==> config.mk <==
export PLATFORM = sky130hd
export DESIGN_NAME = vga_timing_gen
export DESIGN_NICKNAME = d
export VERILOG_FILES = /design/src/rtl/vga_timing_gen_pkg.sv /design/src/rtl/vga_timing_gen_sync_delay.sv /design/src/rtl/vga_timing_gen.sv
export SDC_FILE = /design/constraint.sdc
export NUM_CORES = 1
export LEC_CHECK = 0
export CORE_MARGIN = 10
export CORE_UTILIZATION = 52
export CTS_CLUSTER_SIZE = 30
export DETAILED_ROUTE_END_ITERATION = 10
export PLACE_DENSITY = 0.8
export SYNTH_ARGS = -nofsm -noshare
export SYNTH_HDL_FRONTEND = slang
export SYNTH_SLANG_ARGS = --single-unit
==> constraint.sdc <==
create_clock -name clk -period 3.3 [get_ports clk]
set_input_delay 0.495 -clock clk [delete_from_list [all_inputs] [get_ports clk]]
set_output_delay 0.495 -clock clk [all_outputs]
set_load 0.03 [all_outputs]
==> src/rtl/vga_timing_gen_pkg.sv <==
// ============================================================================
// Module      : vga_timing_gen_pkg
// Description : 640x480@60 Hz timing constants shared by the timing generator,
//               sprite and ROM-address stages, plus small helper types.
// Revision    : 1.0 - initial release
// ============================================================================
`default_nettype none

package vga_timing_gen_pkg;

    // 640x480@60 Hz horizontal timing, in pixel ticks
    localparam int C_HPIXELS = 800;
    localparam int C_HSP     = 96;
    localparam int C_HBP     = 144;
    localparam int C_HFP     = 784;

    // 640x480@60 Hz vertical timing, in lines
    localparam int C_VLINES  = 521;
    localparam int C_VSP     = 2;
    localparam int C_VBP     = 31;
    localparam int C_VFP     = 511;

    localparam int C_CNT_W   = 10;
    localparam int C_FC_W    = 8;
    localparam int C_DIV_W   = 5;

    // Bits carried through the sync delay line
    typedef struct packed {
        logic hs;
        logic vs;
        logic vid;
    } sync_bits_t;

    // Idle level of the delay line: syncs deasserted (high), video off
    localparam sync_bits_t C_SYNC_IDLE = '{hs: 1'b1, vs: 1'b1, vid: 1'b0};

    // True when lo <= v < hi
    function automatic logic in_window(input logic [C_CNT_W-1:0] v,
                                       input int lo, input int hi);
        return (v >= C_CNT_W'(lo)) && (v < C_CNT_W'(hi));
    endfunction

endpackage

`default_nettype wire

==> src/rtl/vga_timing_gen_sync_delay.sv <==
// ============================================================================
// Module      : sync_delay
// Description : PIPE-deep shift register advanced by ce, with a per-bit
//               reset/clear value. PIPE=0 is a combinational pass-through.
// Revision    : 1.0 - initial release
// ============================================================================
`default_nettype none

module sync_delay #(
    parameter int               PIPE    = 1,
    parameter int               WIDTH   = 3,
    parameter logic [WIDTH-1:0] RST_VAL = '0
) (
    input  logic             clk,
    input  logic             rst_n,
    input  logic             ce,
    input  logic             clr,
    input  logic [WIDTH-1:0] din,
    output logic [WIDTH-1:0] dout
);

    generate
        if (PIPE == 0) begin : g_pass
            assign dout = din;
        end else begin : g_pipe
            logic [WIDTH-1:0] r_stage [PIPE];

            // Shift on each pixel tick; clear loads the idle value into every stage
            always_ff @(posedge clk or negedge rst_n) begin
                if (!rst_n) begin
                    for (int i = 0; i < PIPE; i++) r_stage[i] <= RST_VAL;
                end else if (clr) begin
                    for (int i = 0; i < PIPE; i++) r_stage[i] <= RST_VAL;
                end else if (ce) begin
                    r_stage[0] <= din;
                    for (int i = 1; i < PIPE; i++) r_stage[i] <= r_stage[i-1];
                end
            end

            assign dout = r_stage[PIPE-1];
        end
    endgenerate

endmodule

`default_nettype wire

==> src/rtl/vga_timing_gen.sv <==
// ============================================================================
// Module      : vga_timing_gen
// Description : VGA pixel-timing generator. Pixel-clock enable divider,
//               horizontal/vertical counters, active-video flag, delayed
//               sync outputs and frame bookkeeping pulses.
// Revision    : 1.0 - initial release
// ============================================================================
`default_nettype none

module vga_timing_gen
    import vga_timing_gen_pkg::*;
#(
    parameter int CLK_DIV = 4,
    parameter int HPIXELS = C_HPIXELS,
    parameter int VLINES  = C_VLINES,
    parameter int HSP     = C_HSP,
    parameter int VSP     = C_VSP,
    parameter int HBP     = C_HBP,
    parameter int HFP     = C_HFP,
    parameter int VBP     = C_VBP,
    parameter int VFP     = C_VFP,
    parameter int PIPE    = 1
) (
    input  logic              clk,
    input  logic              rst_n,
    input  logic              en,
    output logic              pix_ce,
    output logic [C_CNT_W-1:0] hc,
    output logic [C_CNT_W-1:0] vc,
    output logic              vidon,
    output logic              vidon_d,
    output logic              hsync,
    output logic              vsync,
    output logic              frame_start,
    output logic              vblank_irq,
    output logic [C_FC_W-1:0] frame_cnt
);

    localparam logic [C_DIV_W-1:0] C_DIV_LAST = C_DIV_W'(CLK_DIV - 1);
    localparam logic [C_CNT_W-1:0] C_H_LAST   = C_CNT_W'(HPIXELS - 1);
    localparam logic [C_CNT_W-1:0] C_V_LAST   = C_CNT_W'(VLINES - 1);
    localparam logic [C_CNT_W-1:0] C_V_PREVFP = C_CNT_W'(VFP - 1);

    logic [C_DIV_W-1:0] r_div;
    logic [C_CNT_W-1:0] r_hc;
    logic [C_CNT_W-1:0] r_vc;
    logic [C_FC_W-1:0]  r_frame_cnt;
    logic               r_frame_start;
    logic               r_vblank_irq;

    logic       w_pix_ce;
    logic       w_line_end;
    logic       w_frame_end;
    logic       w_to_vfp;
    logic       w_vidon;
    sync_bits_t w_raw;
    sync_bits_t w_dly;

    assign w_pix_ce    = (r_div == C_DIV_LAST) && en;
    assign w_line_end  = (r_hc == C_H_LAST);
    assign w_frame_end = w_line_end && (r_vc == C_V_LAST);
    assign w_to_vfp    = w_line_end && (r_vc == C_V_PREVFP);

    // Pixel-clock divider; held at zero while scanning is disabled
    always_ff @(posedge clk or negedge rst_n) begin
        if (!rst_n) begin
            r_div <= '0;
        end else if (!en || (r_div == C_DIV_LAST)) begin
            r_div <= '0;
        end else begin
            r_div <= r_div + 1'b1;
        end
    end

    // Horizontal/vertical scan counters and completed-frame counter
    always_ff @(posedge clk or negedge rst_n) begin
        if (!rst_n) begin
            r_hc        <= '0;
            r_vc        <= '0;
            r_frame_cnt <= '0;
        end else if (!en) begin
            r_hc <= '0;
            r_vc <= '0;
        end else if (w_pix_ce) begin
            if (w_line_end) begin
                r_hc <= '0;
                if (w_frame_end) begin
                    r_vc        <= '0;
                    r_frame_cnt <= r_frame_cnt + 1'b1;
                end else begin
                    r_vc <= r_vc + 1'b1;
                end
            end else begin
                r_hc <= r_hc + 1'b1;
            end
        end
    end

    // Single-clk pulses following the frame-wrap and vc=VFP ticks
    always_ff @(posedge clk or negedge rst_n) begin
        if (!rst_n) begin
            r_frame_start <= 1'b0;
            r_vblank_irq  <= 1'b0;
        end else begin
            r_frame_start <= w_pix_ce && w_frame_end;
            r_vblank_irq  <= w_pix_ce && w_to_vfp;
        end
    end

    // Undelayed active-video flag and raw (active-low) sync levels
    always_comb begin
        w_vidon    = in_window(r_hc, HBP, HFP) && in_window(r_vc, VBP, VFP);
        w_raw.hs   = (r_hc >= C_CNT_W'(HSP));
        w_raw.vs   = (r_vc >= C_CNT_W'(VSP));
        w_raw.vid  = w_vidon;
    end

    sync_delay #(
        .PIPE    (PIPE),
        .WIDTH   (3),
        .RST_VAL (C_SYNC_IDLE)
    ) u_sync_delay (
        .clk   (clk),
        .rst_n (rst_n),
        .ce    (w_pix_ce),
        .clr   (!en),
        .din   (w_raw),
        .dout  (w_dly)
    );

    assign pix_ce      = w_pix_ce;
    assign hc          = r_hc;
    assign vc          = r_vc;
    assign vidon       = w_vidon;
    assign vidon_d     = w_dly.vid;
    assign hsync       = w_dly.hs;
    assign vsync       = w_dly.vs;
    assign frame_start = r_frame_start;
    assign vblank_irq  = r_vblank_irq;
    assign frame_cnt   = r_frame_cnt;

endmodule

`default_nettype wire

Word level (Yosys, flattened, before mapping):

Cells that the tools add are included.

* reduce and logical (&&, ||, !) cells: 12
* div/mod/pow operators: 0
* bitwise gates (word level): 0
* add/sub/neg operators: 4
* muxes and demuxes: 10
* equality and inequality tests: 6
* multiply operators: 0
* shift-type cells: 0
* $lt $le $gt $ge: 6

Operators by type and width (count)
* 10-bit 2-to-1 mux: 7
* 10-bit by 1-bit adder with 10-bit output, second input constant: 2
* 10-bit equality test, second input constant: 2
* 10-bit by 9-bit equality test with 1-bit output, second input constant: 1
* 10-bit by 2-bit greater-or-equal comparator with 1-bit output, second input constant: 1
* 10-bit by 5-bit greater-or-equal comparator with 1-bit output, second input constant: 1
* 10-bit by 7-bit greater-or-equal comparator with 1-bit output, second input constant: 1
* 10-bit by 8-bit greater-or-equal comparator with 1-bit output, second input constant: 1
* 10-bit < comparator, second input constant: 1
* 10-bit by 9-bit < comparator with 1-bit output, second input constant: 1
* 8-bit by 1-bit adder with 8-bit output, second input constant: 1
* 1-bit logical AND: 8
* 3-bit 2-to-1 mux: 2
* 5-bit by 1-bit adder with 5-bit output, second input constant: 1
* 5-bit by 2-bit equality test with 1-bit output, second input constant: 1
* 5-bit 2-to-1 mux: 1
* 2-bit by 1-bit != test with 1-bit output, second input constant: 2
* 4-bit AND reduction: 1
* 2-bit AND reduction: 1
* 1-bit zero test: 1
* 1-bit logical OR: 1

* register bits: 38
* memory bits (writable): 0
* output and inout bits: 35
* latch bits: 0
* ROM bits: 0
* memories kept: 0

Longest topological paths before layout:

Gate-level depths: netlist of run 1.

* depth in word-level cells: 6
* depth in mapped cells: 8
* mapped depth without buffers: 6

By module:

From an unflattened synthesis of run 1, not the netlist that was laid out.

* cell total of the unflattened synthesis: 201
* area, all modules: 2044.5 µm²

Modules (own cells, without submodules)
* vga_timing_gen: area each 1923.1 µm², sequential area each 875.8 µm², cells each 192, times used 1
* sync_delay: area each 121.4 µm², sequential area each 77.6 µm², cells each 9, times used 1

Worst setup path after synthesis of run 1:

Ideal clock, no wire load.

* path kind: register to register
* from: register r_vc[8], in the netlist vc[8]
* to: register r_frame_cnt[1], in the netlist frame_cnt[1]
* setup slack: 0.888 ns
* cell stages (with the launch flop): 6
* required time: 3.172 ns
* path buffers: 1
* setup time: 0.128 ns
* arrival: 2.285 ns
* cell sequence: dfrtp_1 or4_1 or4_1 buf_2 nor3_2 mux2_1

* longest elaborated chain between the ends: 3

RTL lines
* start: declaration: line vga_timing_gen.sv:46 `logic [C_CNT_W-1:0] r_vc;`
* start signal: assignment: line vga_timing_gen.sv:91 `r_vc <= r_vc + 1'b1;`
* 10-bit equality test: line vga_timing_gen.sv:61 `assign w_frame_end = w_line_end && (r_vc == C_V_LAST);`
* 1-bit logical AND: line vga_timing_gen.sv:61
* 4-bit AND reduction (no line)
* end signal: assignment: line vga_timing_gen.sv:89 `r_frame_cnt <= r_frame_cnt + 1'b1;`
* end: declaration: line vga_timing_gen.sv:47 `logic [C_FC_W-1:0] r_frame_cnt;`

Every way passes these cells.
A chain may end at the register's enable or synchronous reset.

Worst setup path after layout of run 1:

* from: register r_div[0]
* to: output pix_ce

* longest elaborated chain between the ends: 2

RTL lines
* start: declaration: line vga_timing_gen.sv:44 `logic [C_DIV_W-1:0] r_div;`
* start signal: assignment: line vga_timing_gen.sv:71 `r_div <= r_div + 1'b1;`
* 5-bit by 2-bit equality test with 1-bit output: line vga_timing_gen.sv:59 `assign w_pix_ce = (r_div == C_DIV_LAST) && en;`
* 1-bit logical AND: line vga_timing_gen.sv:59
* end: declaration: line vga_timing_gen.sv:27 `output logic pix_ce,`

Every way passes these cells.

==> flow_summary.toml, run 1 <==
[critical_path]
ff2ff_path_depth = 5
worst_setup_path_start_kind = "register"
cp_max_fo = 5
cp.arrival_ns = 2.35
worstSetupPathType = "reg -> out"
cp-end-kind = "output pin"
cp.required_ns = 2.80

[sta]
final-max-slew-violation-count = 0
finalSetupViolCount = 0
setup-tns-final_ns = 0
max_freq_mhz = 351.1
post-route-min-period_ns = 2.849
timing.final.crit_share_pct = 86.32
slew_headroom_pct = 44.70
worst_pin_slew_ns = 0.8295
fin_skew_ns = 0.003075
finalHoldViolCount = 0
rsz0062_at_grt = "no"

[synth]
synth_xor_area_share_pct = 6.671
syn_inst = 213
async_flop_share_pct = 100.0
ys.warnings.count = 0
ys_ff_latch = 38
synth_edf_count = 0
synth.top_cell.area_share_pct = 42.88
synth_top_family_by_area = "simple AND/OR/NAND/NOR gates"
synth_compound_area_share_pct = 13.76
synth_mux_area_share_pct = 0.5360
synthFlopType = "dfrtp_1"
seq_area_frac_synth_pct = 45.38
avgSynthCellArea_um2 = 9.863
syn_area_mm2 = 0.002101
synth_adder_area_share_pct = 4.169
yosys.area_share.simple_pct = 24.12
yosys.area.top_type = "dfrtp_1"
yosys-top-cells-area = "dfrtp_1, ha_1, xor2_1, nand3_1, nand4_1"
synth_cell_types = 46
syn-num-nets = 223

[drt]
initialDrtViolationCount = 115
route.detailed.drc = 0
dr.pass1.iters = 4
drt-total-wl_mm = 5.200
wl_per_cell_um = 17.22
avgViaCountPerCell = 6.017
ant_nets = 0
vias = 1817

[clocking]
numCtsBuffers = 5
clkTransAtPathRegs_ns = 0.07
cts_max_level = 2
post_cts_buffers = 0
cts_tree = "done"
cts_root_buf = "clkbuf_8"
holdBufCountCts = 0
clock-sinks = 38
clk_path_buf_depth = 2
clk_latency_ns = 0.29
ctsResizeCount = 0

[final_layout]
n_fill_cell = 329
area_growth_pct = 24.36
drive_gt1_share_pct = 10.71
nNetsFinal = 261
multi_input_area_mm2 = 0.001035
num_antenna_cells = 0
regArea_um2 = 953.4
final_area_mm2 = 0.002613

[power]
powerDensity_mw_per_mm2 = 350.6
ir_drop_v = 0.0001976
leakage_uw = 0.001087

[worst_hold_path]
hp-class = "in -> async"

[run_status]
status = "complete, no violations"

[global_routing]
grt_max_degree = 39
grt.total_usage_pct = 14.80
overflow = 0
grt_pass1_vias = 1772
grt_pass1_wl_mm = 8.832
antenna_found_initial = 0

[placed_design]
hpwl_mm = 3.769
portBuffers = 37
dpl_cell_area_mm2 = 0.002521
gp_congestion = 0.8402

[die]
die_y_um = 83.56
die_width_um = 83.56
core_mm2 = 0.003943
io_pins = 38
dieArea_mm2 = 0.006982
start_util_pct = 53.28
rows = 23

[run]
max_cap_viol_count = 0
## cell usage after synthesis (2+ instances only)
cell type  number
dfrtp_1        36
nor2_1         15
inv_1          14
nand3_1        14
nand2_1        13
nand4_1        11
clkbuf_1        9
xor2_1          9
ha_1            7
xnor2_1         7
a21oi_1         6
o31ai_1         6
nor3_1          5
o2111ai_1       5
o21ai_0         5
or4_1           5
and3_1          4
o311ai_0        4
buf_2           3
or3_1           3
a2111oi_0       2
a31oi_1         2
dfstp_2         2
nor3_2          2
nor4_1          2
nor4_4          2
## through the flow
stage | power, uW | utilization (%) | std cells | hold WS, ns | setup slack, ns
6_report | 916.0 | 66.26 | 302 | 0.2897 | 0.4514
5_1_grt | 953.5 | 66.26 | 302 | 0.3680 | 0.2146
4_1_cts | 924.0 | 66.26 | 302 | 0.3286 | 0.4114
3_5_place_dp | 595.7 | 63.95 | 294 | 0.4596 | 0.4595
3_3_place_gp | 593.0 | 63.95 | 294 | 0.4458 | 0.5264
2_1_floorplan | 550.5 | - | 213 | 0.1994 | 0.8879
## state kept, by name (all words and copies together), names as in the netlist
register           count
frame_start            1
hc                    10
vblank_irq             1
u_sync_delay.dout      3
r_div                  5
frame_cnt              8
vc                    10
## report_power, final
group	leakage [uW]	internal, uW	switching (uW)
combinational	0.000532	34.6	57.6
clock	0.0000482	169	162
sequential	0.000507	480	13.7
## kinds of logic (layout without fill, tap and decap cells)
group | Yosys count | count (layout)
flip-flops | 38 | 38
XOR/XNOR | 16 | 16
AO/OA/AOI/OAI | 39 | 39
multiplexers | 1 | 1
AND/OR/NAND/NOR | 85 | 85
adder cells (fa/ha/maj) | 7 | 7
buffers and inverters | 27 | 66
## critical path, cell delays in order (launching register included)
cell and delay (ns):
dfrtp_1 0.37, ha_1 0.21, nor4b_1 0.38, nand2_1 0.20, inv_1 0.19, clkdlybuf4s50_1 0.70
## placed cells by master (no fill, tap or decap), types with 2 or more instances in the layout
cell type,n
dfrtp_1,36
clkdlybuf4s50_1,36
nor2_1,15
inv_1,14
nand3_1,14
nand2_1,13
nand4_1,11
xor2_1,9
xnor2_1,7
ha_1,7
buf_4,7
o31ai_1,6
a21oi_1,6
clkbuf_8,6
or4_1,5
o2111ai_1,5
nor3_1,5
o21ai_0,5
and3_1,4
o311ai_0,4
or3_1,3
nor3_2,2
nor4_1,2
a2111oi_0,2
a31oi_1,2
nor4_4,2
dfstp_2,2
## final timing paths
check                                to  slack, ns      from
setup / recovery                 pix_ce       0.45  r_div[0]
hold / removal             frame_cnt[3]       0.29     rst_n
setup reg to reg           frame_cnt[5]       0.86  r_div[0]
hold reg to reg                r_div[0]       0.47  r_div[0]
max in group asynchronous         hc[9]       2.47     rst_n
min in group clk               r_div[0]       0.47  r_div[0]
## area by class of cell
type / count / area share, %
timing repair buffer: 44 / 16.00
sequential: 38 / 36.49
clock inverter: 1 / 0.1916
clock buffer: 7 / 3.305
multi-input combinational: 148 / 39.61
tap: 50 / 2.395
inverter: 14 / 2.011
## layer usage
layer  vias up  track usage [%]  wire, um
met5         -                0         0
met4         0            4.414        82
met3        11            4.785       338
met2        53            24.39      2554
met1       889            17.82      2225
li1        864                -         -
Power figures use the tool's default switching activity.
==> run 2, diff against run 1 <==
Settings changed: RECOVER_POWER set to 25.
==> run 2 against run 1 <==
Combinational power decreased by 0.4%. Clock power about the same. Via count shrank 0.77%. Wire length decreased by 0.77%. Total power is 0.11% lower. The run now ends with max-capacitance violations, max-slew violations left. Utilization about the same. Sequential cell count unchanged. Cell area about the same. Count of clock-buffer cells in the layout stayed put.
==> flow_summary.toml, run 2 (same netlist as run 1, synthesis figures left out) <==
[sta]
setup-tns-final_ns = 0
final-max-slew-violation-count = 39
fin_skew_ns = 0.004931
post-route-min-period_ns = 2.844
finalHoldViolCount = 0
slew_headroom_pct = -31.86
timing.final.crit_share_pct = 86.20
rsz0062_at_grt = "no"
max_freq_mhz = 351.6
worst_pin_slew_ns = 1.978
layout_setup_ws_ns = 0.4556
finalSetupViolCount = 0

[clocking]
cts_root_buf = "clkbuf_8"
post_cts_buffers = 0
clk_latency_ns = 0.29
numCtsBuffers = 5
cts_max_level = 2
cts_tree = "done"
holdBufCountCts = 0
clock-sinks = 38
clkTransAtPathRegs_ns = 0.07
clk_path_buf_depth = 2
ctsResizeCount = 0

[run_status]
status = "finished, violations left"
violations = "max-capacitance violations, max-slew violations"

[drt]
dr.pass1.iters = 4
drt-total-wl_mm = 5.160
vias = 1803
route.detailed.drc = 0
avgViaCountPerCell = 5.970
initialDrtViolationCount = 116
ant_nets = 0
wl_per_cell_um = 17.09

[final_layout]
finish.utilization_pct = 66.23
layout.cells.non_filler = 302
n_fill_cell = 327
nNetsFinal = 261
drive_gt1_share_pct = 10.32
final_cell_mix = "dfrtp_1, clkdlybuf4s50_1, nor2_1"
area_growth_pct = 24.30
num_antenna_cells = 0

[global_routing]
overflow = 0
grt_pass1_vias = 1772
antenna_found_initial = 0
grt_max_degree = 39
grt_pass1_wl_mm = 8.832
grt.total_usage_pct = 14.80

[worst_hold_path]
hp-class = "reg -> reg"

[critical_path]
worstSetupPathType = "reg -> out"
cp-end-kind = "output pin"
cp_max_fo = 5
cp.required_ns = 2.80
worst_setup_path_start_kind = "register"
cp.arrival_ns = 2.35

[power]
ir_drop_v = 0.0001966
p_total_uw = 915.0
leakage_uw = 0.001084
powerDensity_mw_per_mm2 = 350.4

[run]
max_cap_viol_count = 1

[placed_design]
hpwl_mm = 3.769
dp.cells = 294
gp_congestion = 0.8402
dp_worst_setup_slack_ns = 0.4595
portBuffers = 37

[die]
start_util_pct = 53.28
die_width_um = 83.56
die_y_um = 83.56
rows = 23
dieArea_mm2 = 0.006982
io_pins = 38
core_mm2 = 0.003943
[run 2: cell count changes in the layout (fill, tap and decap cells not counted), sizes merged]
| cell | previous run | this run |
|---|---|---|
| buf | 8 | 7 |
| clkbuf | 7 | 8 |
[run 2: area by class of cell]
type / instances / area [um2] / share of cell area, %
multi-input combinational: 148 / 1035 / 39.63
sequential: 38 / 953.4 / 36.51
timing repair buffer: 44 / 416.7 / 15.96
clock buffer: 7 / 86.33 / 3.306
tap: 50 / 62.56 / 2.396
inverter: 14 / 52.55 / 2.012
clock inverter: 1 / 5.005 / 0.1917
[run 2: final timing paths]
kind / startpoint / endpoint / slack, ns / depth (start not counted)
min: r_div[0] / r_div[0] / 0.47 / 1
max reg2reg: r_div[0] / frame_cnt[5] / 0.87 / 5
min reg2reg: r_div[0] / r_div[0] / 0.47 / 1
min in group asynchronous: rst_n / frame_cnt[3] / 0.75 / 1
max: r_div[0] / pix_ce / 0.46 / 5
max in group asynchronous: rst_n / hc[9] / 1.40 / 1
[run 2: per-layer routing]
metal  up-vias  wire length [um]  global-route usage, %
met3        10               332                  4.785
met4         0                87                  4.414
li1        860                 -                      -
met2        49              2604                  24.39
met5         -                 0                      0
met1       884              2136                  17.82
[run 2: critical path, cell delays in order (launching register included)]
cell and delay [ns]:
dfrtp_1 0.37, ha_1 0.21, nor4b_1 0.38, nand2_1 0.20, inv_1 0.19, clkdlybuf4s50_1 0.70
[run 2: through the flow]
stage               hold WS [ns]  area (um2)
floorplan                 0.1994        2101
global placement          0.4458        2521
detailed placement        0.4596        2521
CTS                       0.3286        2613
global route              0.4898        2611
finish                    0.4671        2611
[run 2: report_power, final]
part / leakage (uW) / total (uW) / switching, uW / internal [uW]
Clock: 0.0000482 / 330 / 161 / 169
Sequential: 0.000507 / 494 / 13.7 / 480
Combinational: 0.000529 / 91.7 / 57.3 / 34.3
